## config.mk

```make
export PLATFORM = sky130hd
export DESIGN_NAME = demux16_tdm_rx
export DESIGN_NICKNAME = d
export VERILOG_FILES = /design/src/rtl/demux16_pkg.sv /design/src/rtl/demux16_slot_ctr.sv /design/src/rtl/demux16_tdm_rx.sv
export SDC_FILE = /design/constraint.sdc
export NUM_CORES = 1
export LEC_CHECK = 0
export CORE_AREA = 2 2 76 78
export DETAILED_ROUTE_END_ITERATION = 8
export DIE_AREA = 0 0 78 80
export PLACE_DENSITY = 0.64
export RECOVER_POWER = 100
export SLEW_MARGIN = 20
export SYNTH_ARGS = -nofsm -noshare
export SYNTH_HDL_FRONTEND = slang
export SYNTH_SLANG_ARGS = --single-unit
export TNS_END_PERCENT = 5
```

## constraint.sdc

```tcl
create_clock -name Clk -period 3.6 [get_ports Clk]
set_input_delay 0.72 -clock Clk [delete_from_list [all_inputs] [get_ports Clk]]
set_output_delay 0.72 -clock Clk [all_outputs]
set_load 0.01 [all_outputs]
```

## src/rtl/demux16_pkg.sv

```systemverilog
// Shared constants and types for the 1:16 TDM receive demultiplexer.
package demux16_pkg;

    localparam int unsigned NUM_SLOTS = 16;
    localparam int unsigned SEL_W     = 4;

    localparam logic [NUM_SLOTS-1:0] OUT_RST = '0;

    typedef enum logic {
        IDLE    = 1'b0,
        COLLECT = 1'b1
    } state_t;

endpackage

```

## src/rtl/demux16_slot_ctr.sv

```systemverilog
// Slot counter: tracks the index of the next expected bit within a frame.
module demux16_slot_ctr
    import demux16_pkg::*;
(
    input  logic             clk,
    input  logic             rst_n,
    input  logic             load1,
    input  logic             inc,
    input  logic             clr,
    output logic [SEL_W-1:0] sel,
    output logic             last
);

    // clr wins over load1, load1 wins over inc
    always_ff @(posedge clk or negedge rst_n) begin
        if (!rst_n) begin
            sel <= '0;
        end else if (clr) begin
            sel <= '0;
        end else if (load1) begin
            sel <= SEL_W'(1);
        end else if (inc) begin
            sel <= sel + 1'b1;
        end
    end

    assign last = (sel == SEL_W'(NUM_SLOTS - 1));

endmodule

```

## src/rtl/demux16_tdm_rx.sv

```systemverilog
// Serial-to-parallel 1:16 TDM demultiplexer, framed by Sync and qualified by En.
module demux16_tdm_rx
    import demux16_pkg::*;
(
    input  logic                 Clk,
    input  logic                 Rst_n,
    input  logic                 Din,
    input  logic                 En,
    input  logic                 Sync,
    output logic [NUM_SLOTS-1:0] Out,
    output logic                 Valid,
    output logic [SEL_W-1:0]     Sel,
    output logic                 Err
);

    state_t state, state_nxt;

    // Slot 15 goes straight to Out, so the shadow only holds slots 0..14.
    logic [NUM_SLOTS-2:0] shadow, shadow_nxt;
    logic [NUM_SLOTS-1:0] out_nxt;
    logic                 valid_nxt, err_nxt;
    logic                 ctr_load1, ctr_inc, ctr_clr;
    logic                 last;

    demux16_slot_ctr u_slot_ctr (
        .clk   (Clk),
        .rst_n (Rst_n),
        .load1 (ctr_load1),
        .inc   (ctr_inc),
        .clr   (ctr_clr),
        .sel   (Sel),
        .last  (last)
    );

    always_ff @(posedge Clk or negedge Rst_n) begin
        if (!Rst_n) begin
            state <= IDLE;
        end else begin
            state <= state_nxt;
        end
    end

    always_comb begin
        state_nxt  = state;
        shadow_nxt = shadow;
        out_nxt    = Out;
        valid_nxt  = 1'b0;
        err_nxt    = 1'b0;
        ctr_load1  = 1'b0;
        ctr_inc    = 1'b0;
        ctr_clr    = 1'b0;

        if (En) begin
            unique case (state)
                IDLE: begin
                    if (Sync) begin
                        shadow_nxt = {{(NUM_SLOTS-2){1'b0}}, Din};
                        ctr_load1  = 1'b1;
                        state_nxt  = COLLECT;
                    end
                end
                COLLECT: begin
                    if (Sync) begin
                        // Early resync: drop the partial frame, this bit is slot 0.
                        err_nxt    = 1'b1;
                        shadow_nxt = {{(NUM_SLOTS-2){1'b0}}, Din};
                        ctr_load1  = 1'b1;
                    end else if (last) begin
                        out_nxt   = {Din, shadow};
                        valid_nxt = 1'b1;
                        ctr_clr   = 1'b1;
                        state_nxt = IDLE;
                    end else begin
                        for (int unsigned k = 0; k < NUM_SLOTS - 1; k++) begin
                            if (Sel == SEL_W'(k)) begin
                                shadow_nxt[k] = Din;
                            end
                        end
                        ctr_inc = 1'b1;
                    end
                end
                default: state_nxt = IDLE;
            endcase
        end
    end

    always_ff @(posedge Clk or negedge Rst_n) begin
        if (!Rst_n) begin
            shadow <= '0;
            Out    <= OUT_RST;
            Valid  <= 1'b0;
            Err    <= 1'b0;
        end else begin
            shadow <= shadow_nxt;
            Out    <= out_nxt;
            Valid  <= valid_nxt;
            Err    <= err_nxt;
        end
    end

endmodule

```

Word-level counts from Yosys, hierarchy flattened
Cells that the tools add are included.
Storage, ports and cells
  bits of input ports: 5
  word-level logic and storage cells: 109
  register bits after elaboration: 38
  output and inout port bits: 22
Operators by class
  bitwise operators: 2
  reductions and logical operators: 18
  multiplexer cells: 36
  equal/unequal tests: 32
  add/subtract/negate cells: 1
Operators with widths (number)
  AND reduction 4 bit: 16
  two-way mux 15 bit: 3
  != test 3 x 2 -> 1 bit, second input constant: 15
  equality test 4 bit, second input constant: 8
  one-hot mux 15 bit (2 select lines): 1
  two-way mux 1 bit: 28
  equality test 4 x 3 -> 1 bit, second input constant: 4
  two-way mux 4 bit: 3
  equality test 4 x 2 -> 1 bit, second input constant: 2
  adder 4 x 1 -> 4 bit, second input constant: 1
  equality test 4 x 1 -> 1 bit, second input constant: 1
  logical NOT 4 bit: 1
  != test 3 bit, second input constant: 1
  nonzero test 3 bit: 1
  != test 2 bit, second input constant: 1
  NOT 1 bit: 2
  one-hot mux 1 bit (2 select lines): 1

Longest topological paths before layout
  word-level depth: 8
  gate-level depth with buffers: 5
  mapped depth without buffers: 5

By module
From an unflattened synthesis, not the netlist that was laid out.
Second synthesis, totals
  cells, all modules: 136
  area, all modules: 1774.2 um^2
By module, submodules not included
  demux16_tdm_rx: cells each 117, instances 1, area an instance 1565.3 um^2, sequential area each 850.8 um^2
  demux16_slot_ctr: cells each 19, instances 1, area an instance 209.0 um^2, sequential area each 100.1 um^2

Worst setup path after synthesis
No wires, ideal clock.
  path type: input port to flip-flop
  start point: input Sync
  end point: register Out[0]
  arrival: 1.681 ns
  stages: 5
  buffers on the path: 2
  library setup time: 0.127 ns
  required time: 3.473 ns
  slack: 1.791 ns
  cell sequence: buf_2 > nand3b_4 > nor2_8 > buf_6 > mux2_1
On the way
  word-level cells in the longest chain between the ends: 2
RTL lines
  start, declared: line demux16_tdm_rx.sv:9  | input logic Sync,
  NOT 1 bit (no line)
  AND reduction 4 bit (no line)
  end signal, assigned: line demux16_tdm_rx.sv:95  | Out <= out_nxt;
  end, declared: line demux16_tdm_rx.sv:10  | output logic [NUM_SLOTS-1:0] Out,
No other way between the ends.
A chain may end at the register's enable or synchronous reset.

Worst setup path in the final report
  start point: input Sync
  end point: register shadow[8]
On the way
  word-level cells in the longest chain between the ends: 2
  elaborated cells on any way between the ends: 6
  classes of those cells: eq/ne: 3; mux: 2; reduce/logical: 1
RTL lines
  != test 3 x 2 -> 1 bit (no line), or another cell as far along
  AND reduction 4 bit (no line) or one-hot mux 15 bit (2 select lines) (tied branches)
  end signal, assigned: line demux16_tdm_rx.sv:94  | shadow <= shadow_nxt;
  end, declared: line demux16_tdm_rx.sv:19  | logic [NUM_SLOTS-2:0] shadow, shadow_nxt;
Parallel ways exist; a longest one is shown, timed or not.

==> flow_summary.json <==
{
  "via_count": 1306,
  "hold_violations": 0,
  "critical_path_arrival_ps": 2780,
  "maxSlewViolCount": 39,
  "drt_iter0_drc": 81,
  "synth_fa_ha_area_share_pct": 2.67,
  "cts_tree": "done",
  "p_per_area_nw_per_um2": 452,
  "yosysSeqAreaShare_pct": 50.7,
  "areaGrowthSynthToFinish_pct": 19.2,
  "num_rows": 27,
  "ctsResizeCount": 0,
  "drive_gt1_share_pct": 6.04,
  "fin_nets": 190,
  "setup_ws_ps": 1040,
  "clk_pin_slew_worst_paths_ps": 70,
  "wirelength_um": 3670,
  "yosysTopAreaCell": "dfrtp_1",
  "die_area_um2": 6240,
  "top_layer_used": "met4",
  "dpl_worst_slack_ps": 991,
  "fp.dieH_um": 80,
  "worstMarginPinSlew_ps": 2020,
  "gp_congestion": 0.854,
  "diodes": 0,
  "cp-start-kind": "input port",
  "syn_inst": 156,
  "die_width_um": 78,
  "setup_tns_ps": 0,
  "synth_simple_gate_area_share_pct": 13.4,
  "cts_sinks": 38,
  "multi_input_area_um2": 805,
  "yosysMostFrequentCell": "dfrtp_1",
  "synth_top_family_by_area": "compound AO/OA/AOI/OAI gates",
  "min_period_over_period_pct": 71.1,
  "finalPower_mw": 1.01,
  "root_buffer": "clkbuf_8",
  "status": "complete, but fails checks",
  "final_area_um2": 2240,
  "period_needed_ps": 2560,
  "yosys_register_bits": 38,
  "cp_data_required_time_ps": 3820,
  "grt-ovfl-total": 0,
  "fillers": 529,
  "setup_violations": 0,
  "synth_top_cell_area_share_pct": 50.7,
  "ctsHoldBuffers": 0,
  "cts_setup_buffers": 0,
  "clock_latency_ps": 290,
  "power.leakage_nw": 1.12,
  "grt_max_degree": 39,
  "grt_pass1_wl_um": 6430,
  "placed_cell_area_um2": 2160,
  "synth_commonest_cells": "38 x dfrtp_1, 22 x mux2_1, 11 x inv_1, 11 x o21ai_1",
  "crit_type": "in2reg",
  "synth_enable_flop_cells": 0,
  "vias_per_cell": 5.14,
  "met1_length_um": 1830,
  "async_flop_share_pct": 100,
  "violations": "capacitance limit, slew limit",
  "postSynthAreaPerCell_um2": 12.0,
  "max_freq_mhz": 391,
  "finalNonFillerCells": 254,
  "rsz0062_at_grt": "false",
  "path_max_fanout": 18,
  "start_util_pct": 34.7,
  "routedWlPerCell_um": 14.4,
  "core-area_um2": 5410,
  "yosys_warnings": 0,
  "peakVddDrop_mv": 0.199,
  "route.detailed.drc": 0,
  "clk_path_buf_depth": 2,
  "netlist_area_um2": 1880,
  "synth_mux_area_share_pct": 13.2,
  "htreeDepth": 2,
  "synth_compound_area_share_pct": 14.5,
  "dpl.hpwl_um": 2500,
  "seqCellArea_um2": 951,
  "worstHoldPathType": "reg2reg",
  "synth_cell_types": 36,
  "synth-xor-area-share_pct": 0,
  "antenna_found_initial": 0,
  "slew_headroom_pct": -34.9,
  "fin_skew_ps": 6.06,
  "utilization_pct": 41.4,
  "synth_fp_nets": 165,
  "postRouteAntennaNets": 0,
  "dr.pass1.iters": 5,
  "hold_slack_ps": 477,
  "synthTopCellsByArea": "dfrtp_1 51%, mux2_1 13%, a211o_1 3.7%",
  "grt_usage_pct": 13.1,
  "grt_pass1_vias": 1304,
  "dr_wl_met3_um": 143,
  "met2_length_um": 1630,
  "io_pins": 27,
  "place_inst": 246,
  "cts_buffers": 5,
  "cap_viol_max_count": 1,
  "cp-end-kind": "flop",
  "ys.flop_type": "dfrtp_1",
  "port_buffers": 26
}
[routing by layer]
| metal | global-route usage [%] | vias to the layer above |
|---|---|---|
| li1 | - | 625 |
| met1 | 17.1 | 645 |
| met2 | 20.9 | 29 |
| met3 | 3.39 | 7 |
| met4 | 5.26 | 0 |
| met5 | 0 | - |
[sequential cells by signal (all words and copies together) (netlist names)]
register	count
Out	16
shadow	15
u_slot_ctr.sel	4
Err	1
Valid	1
state	1
[final timing paths]
check,start,endpoint,slack [ps],cells past startpoint
max,Sync,shadow[8]$_DFFE_PN0P_,1040,4
min,Out[5]$_DFFE_PN0P_,Out[5]$_DFFE_PN0P_,480,1
max in group asynchronous,Rst_n,Out[8]$_DFFE_PN0P_,1440,1
min reg2reg,Out[5]$_DFFE_PN0P_,Out[5]$_DFFE_PN0P_,480,1
min in group asynchronous,Rst_n,Out[0]$_DFFE_PN0P_,1010,1
max reg2reg,state$_DFFE_PN0P_,shadow[8]$_DFFE_PN0P_,1490,3
[cells in the final DEF, fill, tap and decap left out]
master	n
nand3_4	1
nand4b_4	1
o21ai_0	9
nor4_1	2
nand3_1	2
clkbuf_1	2
ha_1	4
nand3b_1	1
dlygate4sd3_1	24
nor2_8	1
a21boi_1	1
a2bb2oi_1	1
nand4b_1	1
inv_1	11
a31oi_1	1
clkbuf_8	6
dfrtp_1	38
nor2_1	2
a311oi_1	8
nand2_1	7
o21ai_1	3
nand2b_1	6
a211o_1	8
inv_2	1
clkinv_2	1
and4bb_1	1
and3_1	2
mux2_1	22
o31ai_1	1
clkdlybuf4s50_1	1
o22ai_1	1
o221ai_1	1
nor3_1	6
a21oi_1	1
o31a_1	1
o41ai_1	1
nor2b_1	2
[cells by family (layout without fill, tap and decap cells)]
family,after synthesis,count (layout)
flip-flops,38,38
AO/OA/AOI/OAI,37,37
AND/OR/NAND/NOR,35,35
multiplexers,22,22
buffers and inverters,20,46
adder cells (fa/ha/maj),4,4
[critical path, stage by stage]
cell	delay, ps
dlygate4sd3_1	770
nand2b_1	290
o21ai_0	760
a211o_1	240
[final cells by class]
cell class                 count  share of cell area, %
timing repair buffer          26                   11.4
multi-input combinational     98                   36.0
tap                           72                   4.03
inverter                      12                   2.01
clock inverter                 1                  0.224
sequential                    38                   42.5
clock buffer                   7                   3.86
[power by group]
group | internal, mW | switching [mW]
sequential | 0.475 | 0.0565
combinational | 0.0843 | 0.0960
clock | 0.154 | 0.144
total | 0.714 | 0.297
Note: power is estimated with default switching activity, not from simulation.
